==> src/rtl/snow64_instr_fetch_queue.sv <==
// Instruction fetch front end: sequential word reads, in-order PC-tagged queue to the decoder,
// and redirect handling that flushes the queue and drops responses to superseded reads.
module snow64_instr_fetch_queue #(
    parameter int                    WIDTH_ADDR  = 64,
    parameter int                    WIDTH_INSTR = 32,
    parameter int                    DEPTH       = 4,
    parameter logic [WIDTH_ADDR-1:0] RESET_PC    = '0
) (
    input  logic                   clk,
    input  logic                   rst_n,
    output logic                   mem_req_valid,
    input  logic                   mem_req_ready,
    output logic [WIDTH_ADDR-1:0]  mem_req_addr,
    input  logic                   mem_resp_valid,
    input  logic [WIDTH_INSTR-1:0] mem_resp_data,
    input  logic                   redirect_valid,
    input  logic [WIDTH_ADDR-1:0]  redirect_pc,
    output logic                   out_valid,
    input  logic                   out_ready,
    output logic [WIDTH_INSTR-1:0] out_instr,
    output logic [WIDTH_ADDR-1:0]  out_pc
);
    // Handshakes: a transfer happens on a clock edge where valid && ready; valid never
    // depends on the ready of the same channel. mem_resp has no backpressure.
    localparam int PW = $clog2(DEPTH);
    localparam int CW = PW + 1;
    localparam logic [WIDTH_ADDR-1:0] ALIGN_MASK = ~WIDTH_ADDR'(3);

    typedef enum logic [1:0] {
        IDLE  = 2'd0,
        FETCH = 2'd1,
        FLUSH = 2'd2
    } state_t;

    state_t state, state_nxt;

    logic [WIDTH_ADDR-1:0]  fetch_pc;
    logic [CW-1:0]          occupancy, outstanding, stale;
    logic [CW-1:0]          inflight_after, stale_nxt;
    logic [CW:0]            credit_used;
    logic                   req_fire, push, pop;

    logic [WIDTH_INSTR-1:0] q_instr [DEPTH];
    logic [WIDTH_ADDR-1:0]  q_pc    [DEPTH];
    logic [PW-1:0]          q_rd, q_wr;
    logic [WIDTH_ADDR-1:0]  tag_pc  [DEPTH];
    logic [PW-1:0]          tag_rd, tag_wr;

    // outstanding counts every in-flight read, stale ones included; stale <= outstanding.
    assign credit_used    = {1'b0, occupancy} + {1'b0, outstanding};
    assign mem_req_valid  = (state == FETCH) && !redirect_valid && (credit_used < (CW+1)'(DEPTH));
    assign mem_req_addr   = fetch_pc & ALIGN_MASK;
    assign req_fire       = mem_req_valid && mem_req_ready;
    assign push           = mem_resp_valid && (stale == '0) && !redirect_valid;
    assign out_valid      = (occupancy != '0);
    assign pop            = out_valid && out_ready;
    assign out_instr      = q_instr[q_rd];
    assign out_pc         = q_pc[q_rd];

    // On redirect every read still in flight after this cycle becomes stale.
    assign inflight_after = outstanding - CW'(mem_resp_valid);
    assign stale_nxt      = redirect_valid ? inflight_after
                                           : stale - CW'(mem_resp_valid && (stale != '0));

    always_comb begin
        state_nxt = state;
        case (state)
            IDLE:    state_nxt = FETCH;
            FETCH:   if (redirect_valid && (stale_nxt != '0)) state_nxt = FLUSH;
            FLUSH:   if (stale_nxt == '0) state_nxt = FETCH;
            default: state_nxt = IDLE;
        endcase
    end

    always_ff @(posedge clk or negedge rst_n) begin
        if (!rst_n) begin
            state       <= IDLE;
            fetch_pc    <= RESET_PC & ALIGN_MASK;
            occupancy   <= '0;
            outstanding <= '0;
            stale       <= '0;
            q_rd        <= '0;
            q_wr        <= '0;
            tag_rd      <= '0;
            tag_wr      <= '0;
            for (int i = 0; i < DEPTH; i++) begin
                q_instr[i] <= '0;
                q_pc[i]    <= '0;
                tag_pc[i]  <= '0;
            end
        end else begin
            state <= state_nxt;
            stale <= stale_nxt;
            if (redirect_valid) begin
                // Any same-cycle pop is subsumed by emptying the queue.
                fetch_pc    <= redirect_pc & ALIGN_MASK;
                outstanding <= inflight_after;
                occupancy   <= '0;
                q_rd        <= '0;
                q_wr        <= '0;
                tag_rd      <= '0;
                tag_wr      <= '0;
            end else begin
                outstanding <= outstanding + CW'(req_fire) - CW'(mem_resp_valid);
                occupancy   <= occupancy + CW'(push) - CW'(pop);
                if (req_fire) begin
                    fetch_pc       <= fetch_pc + WIDTH_ADDR'(4);
                    tag_pc[tag_wr] <= mem_req_addr;
                    tag_wr         <= tag_wr + PW'(1);
                end
                if (push) begin
                    q_instr[q_wr] <= mem_resp_data;
                    q_pc[q_wr]    <= tag_pc[tag_rd];
                    q_wr          <= q_wr + PW'(1);
                    tag_rd        <= tag_rd + PW'(1);
                end
                if (pop) q_rd <= q_rd + PW'(1);
            end
        end
    end

endmodule

==> config.mk <==
export PLATFORM = sky130hd
export DESIGN_NAME = snow64_instr_fetch_queue
export DESIGN_NICKNAME = d
export VERILOG_FILES = /design/src/rtl/snow64_instr_fetch_queue.sv
export SDC_FILE = /design/constraint.sdc
export NUM_CORES = 1
export LEC_CHECK = 0
export CORE_ASPECT_RATIO = 0.7
export CORE_MARGIN = 3
export CORE_UTILIZATION = 51
export CTS_CLUSTER_DIAMETER = 120
export DETAILED_ROUTE_END_ITERATION = 12
export GPL_TIMING_DRIVEN = 0
export HOLD_SLACK_MARGIN = 0.02
export PLACE_DENSITY = 0.71
export SLEW_MARGIN = 0
export SYNTH_ARGS = -nofsm -noshare
export SYNTH_HDL_FRONTEND = slang
export SYNTH_SLANG_ARGS = --single-unit
==> constraint.sdc <==
create_clock -name clk -period 5.97 [get_ports clk]
set_input_delay 1.194 -clock clk [delete_from_list [all_inputs] [get_ports clk]]
set_output_delay 1.194 -clock clk [all_outputs]
set_load 0.01 [all_outputs]
==> impl_metrics.sql <==
INSERT INTO impl_metrics (metric_group, metric, value, unit) VALUES
('critical_path', 'critical_path_buf_inv_count', '4', ''),
('cts', 'clk_root_buffer_cell', 'clkbuf_16', ''),
('floorplan', 'die_y', '215.4', 'um'),
('logic_synthesis', 'synth_enable_flop_cells', '0', ''),
('global_routing', 'grt_start_max_net_pins', '131', ''),
('cts', 'cts_made_buffers', '69', ''),
('cts', 'cts_max_path_buffers', '3', ''),
('critical_path', 'critical_path_depth', '5', ''),
('cts', 'clkLatencyLatePin', '0.61', 'ns'),
('critical_path', 'setup.worst_path.start_class', 'register', ''),
('route', 'drcViolationCount', '0', ''),
('critical_path', 'worst_path_dominant_cell_family', 'buffers and inverters', ''),
('critical_path', 'critPathMaxFanout', '10', ''),
('run', 'max-cap-violations', '0', ''),
('power', 'power.internal', '10.69', 'mW'),
('placed_design', 'hpwlAfterDp', '60.66', 'mm'),
('sta', 'setup-tns-final', '0', 'ns'),
('cells_and_area', 'syn2layout_area_growth', '18.83', '%'),
('logic_synthesis', 'seq_area_frac_synth', '55.24', '%'),
('power', 'ir_drop', '0.2311', 'mV'),
('critical_path', 'worst_r2r_startpoint', 'occupancy[2]', ''),
('critical_path', 'critical_path.max_stage_delay', '1.02', 'ns'),
('route', 'drt_pass1_iterations', '6', ''),
('placed_design', 'final_replace_weighted_congestion', '0.8952', ''),
('critical_path', 'crit_type', 'register to primary output', ''),
('critical_path', 'path_cells', 'clkbuf_1 > clkbuf_1 > buf_2 > mux4_2 > clkdlybuf4s50_1', ''),
('global_routing', 'global_route.usage.total', '26.47', '%'),
('critical_path', 'cpMostUsedCell', 'clkbuf_1', ''),
('sta', 'timing.slew.headroom', '12.92', '%'),
('route', 'detail_route.iter0.violations', '1803', ''),
('sta', 'layout_min_cycle_time', '5.294', 'ns'),
('worst_hold_path', 'worst_min_delay_path_class', 'register to register', ''),
('power', 'combinationalPowerShare', '29.6', '%'),
('route', 'vias_after_detailed_routing', '20601', ''),
('global_routing', 'wire_length_of_the_first_global_routing_pass', '132.3', 'mm'),
('critical_path', 'rr_endpoint', 'outstanding[2]', ''),
('sta', 'unrepaired_setup_endpoints_after_global_routing', 'false', ''),
('logic_synthesis', 'yosysWarnings', '0', ''),
('cells_and_area', 'num-nets-final', '2651', ''),
('logic_synthesis', 'synthesis.area_per_instance', '14.56', 'um^2'),
('logic_synthesis', 'synthesis.area', '31940', 'um^2'),
('power', 'power.switching_fraction', '29.53', '%'),
('cells_and_area', 'share_of_final_layout_standard_cells_stronger_than_drive_strength_1', '36.37', '%'),
('critical_path', 'crit_start', 'q_rd[0]', ''),
('placed_design', 'port_buffers', '256', ''),
('cts', 'postCtsHoldBufs', '0', ''),
('power', 'power_leakage', '17.50', 'nW'),
('floorplan', 'dieArea', '65710', 'um^2'),
('floorplan', 'core_area', '61710', 'um^2'),
('global_routing', 'grt_antenna_before_repair', '2', ''),
('sta', 'hold_ws', '0.4849', 'ns'),
('floorplan', 'placement_row_count', '76', ''),
('logic_synthesis', 'number_of_distinct_library_cells_after_synthesis', '58', ''),
('route', 'antenna_left', '0', ''),
('cts', 'ctsResizeCount', '0', ''),
('logic_synthesis', 'ys_ff_latch', '705', ''),
('sta', 'final_hold_viol_count', '0', ''),
('critical_path', 'setup.worst_path.end', 'out_pc[58]', ''),
('floorplan', 'floorplan.io_pins', '264', ''),
('sta', 'period_share', '88.67', '%'),
('cts', 'level_count_of_the_clock_h_tree', '3', ''),
('floorplan', 'initial_core_util', '51.75', '%'),
('sta', 'setup-violations-final', '0', ''),
('status', 'outcome', 'finished clean', ''),
('critical_path', 'setup.worst_path.end_class', 'primary output', ''),
('global_routing', 'via_count_of_the_first_global_routing_pass', '21590', ''),
('logic_synthesis', 'synthFlopType', 'dfrtp_1', ''),
('route', 'post_drt_wl_per_cell', '25.33', 'um'),
('sta', 'max_clock_freq', '188.9', 'MHz'),
('sta', 'drv_slew', '0', ''),
('power', 'sequential_share_of_power', '41.4', '%');
## power by group through the flow
| stage | combinational, mW | clock [mW] | sequential [mW] |
|---|---|---|---|
| 3_3_place_gp | 4.37 | 0 | 6.32 |
| 2_1_floorplan | 2.72 | 0 | 6.17 |
| 3_5_place_dp | 4.51 | 0 | 6.36 |
| 6_report | 4.49 | 4.40 | 6.29 |
| 5_1_grt | 4.84 | 4.67 | 6.39 |
| 4_1_cts | 4.54 | 4.48 | 6.28 |
## kinds of logic after synthesis
logic type / Yosys count / synth area share [%]
muxes: 764 / 32.41
DFF: 705 / 55.24
and+or+nand+nor: 323 / 5.230
buffers and inverters: 206 / 2.727
AOI/OAI and AO/OA: 152 / 2.942
adders and majority gates: 21 / 0.8697
xor gates and xnor gates: 21 / 0.5759
other: 1 / 0.01174
## how the worst min path moves through the flow
stage	startpoint	endpoint	slack, ns	depth (start not counted)
finish	tag_pc[52]	tag_pc[52]	0.48	2
global route	tag_pc[189]	tag_pc[189]	0.51	2
CTS	tag_pc[40]	tag_pc[40]	0.48	2
detailed placement	tag_pc[61]	tag_pc[61]	0.47	2
global placement	tag_pc[190]	tag_pc[190]	0.46	2
floorplan	tag_pc[103]	tag_pc[103]	0.44	2
## flip-flops by register name (all words and copies together) (netlist names)
signal,flops
state,2
occupancy,3
q_instr,128
fetch_pc,62
tag_wr,2
tag_rd,2
q_wr,2
outstanding,3
stale,3
q_rd,2
tag_pc,248
q_pc,248
## worst register-to-register path, cell delays in order, from the launching register on
cell and delay (ns):
dfrtp_1 0.44, ha_1 0.31, nor4_1 0.28, and4_1 0.22, buf_2 0.19, inv_2 0.08
buf_2 0.19, clkbuf_1 0.41, ha_1 0.44, inv_1 0.04, ha_1 0.18, fa_1 0.38
xor2_1 0.17, o21ai_0 0.20, xor2_1 0.17
## routing by layer
layer / vias to the layer above / track usage, % / part of all wire [%]
met3: 169 / 6.485 / 7.8
met5: - / 0 / 0
met1: 10870 / 37.12 / 42
met2: 784 / 41.81 / 47
li1: 8778 / - / -
met4: 0 / 7.002 / 2.6
## synth_stat cells (all sizes together) (14+ instances only)
| cell | n | area [um^2] |
|---|---|---|
| dfrtp | 705 | 17640 |
| mux2 | 600 | 6756 |
| mux4 | 156 | 3513 |
| nand2 | 119 | 449.2 |
| buf | 91 | 431.7 |
| clkbuf | 91 | 349.1 |
| o21ai | 76 | 380.4 |
| nor2 | 45 | 168.9 |
| nand3 | 39 | 205.2 |
| nand4 | 29 | 200.2 |
| inv | 23 | 86.33 |
| a21oi | 22 | 110.1 |
| and3 | 19 | 118.9 |
| ha | 19 | 237.7 |
| nor4 | 18 | 146.4 |
| nor3 | 14 | 81.33 |
## layout by cell type (no fill, tap or decap), types with 37 or more instances in the layout
cell type and instances:
mux4_2 156, buf_2 45, clkbuf_16 73, nand3_1 37, buf_1 38, nand2_1 118, mux2_2 599, nor2_1 45
clkbuf_1 103, o21ai_0 76, dfrtp_1 705, clkdlybuf4s50_1 255
## metrics by stage
step	instances	instance area (um^2)	power, mW	worst slack, ns
after floorplan	2196	31950	8.886	2.230
after global placement	3271	35540	10.69	-26.18
after detailed placement	3276	35680	10.87	1.241
after CTS	3398	37950	15.29	0.5786
after global routing	3398	37950	15.89	0.4149
final	3400	37950	15.18	0.6764
## cell type report
class | instances | area, um^2
fillers | 4544 | 23760
flip-flops and latches | 705 | 17640
multi-input cells | 1285 | 13440
repair buffers | 261 | 2705
clock buffers | 101 | 2032
well taps | 819 | 1025
plain buffers | 182 | 780.7
clock inverters | 21 | 235.2
inverters | 24 | 90.09
diodes | 2 | 5.005
No activity file was read; power rests on OpenSTA's default activity.
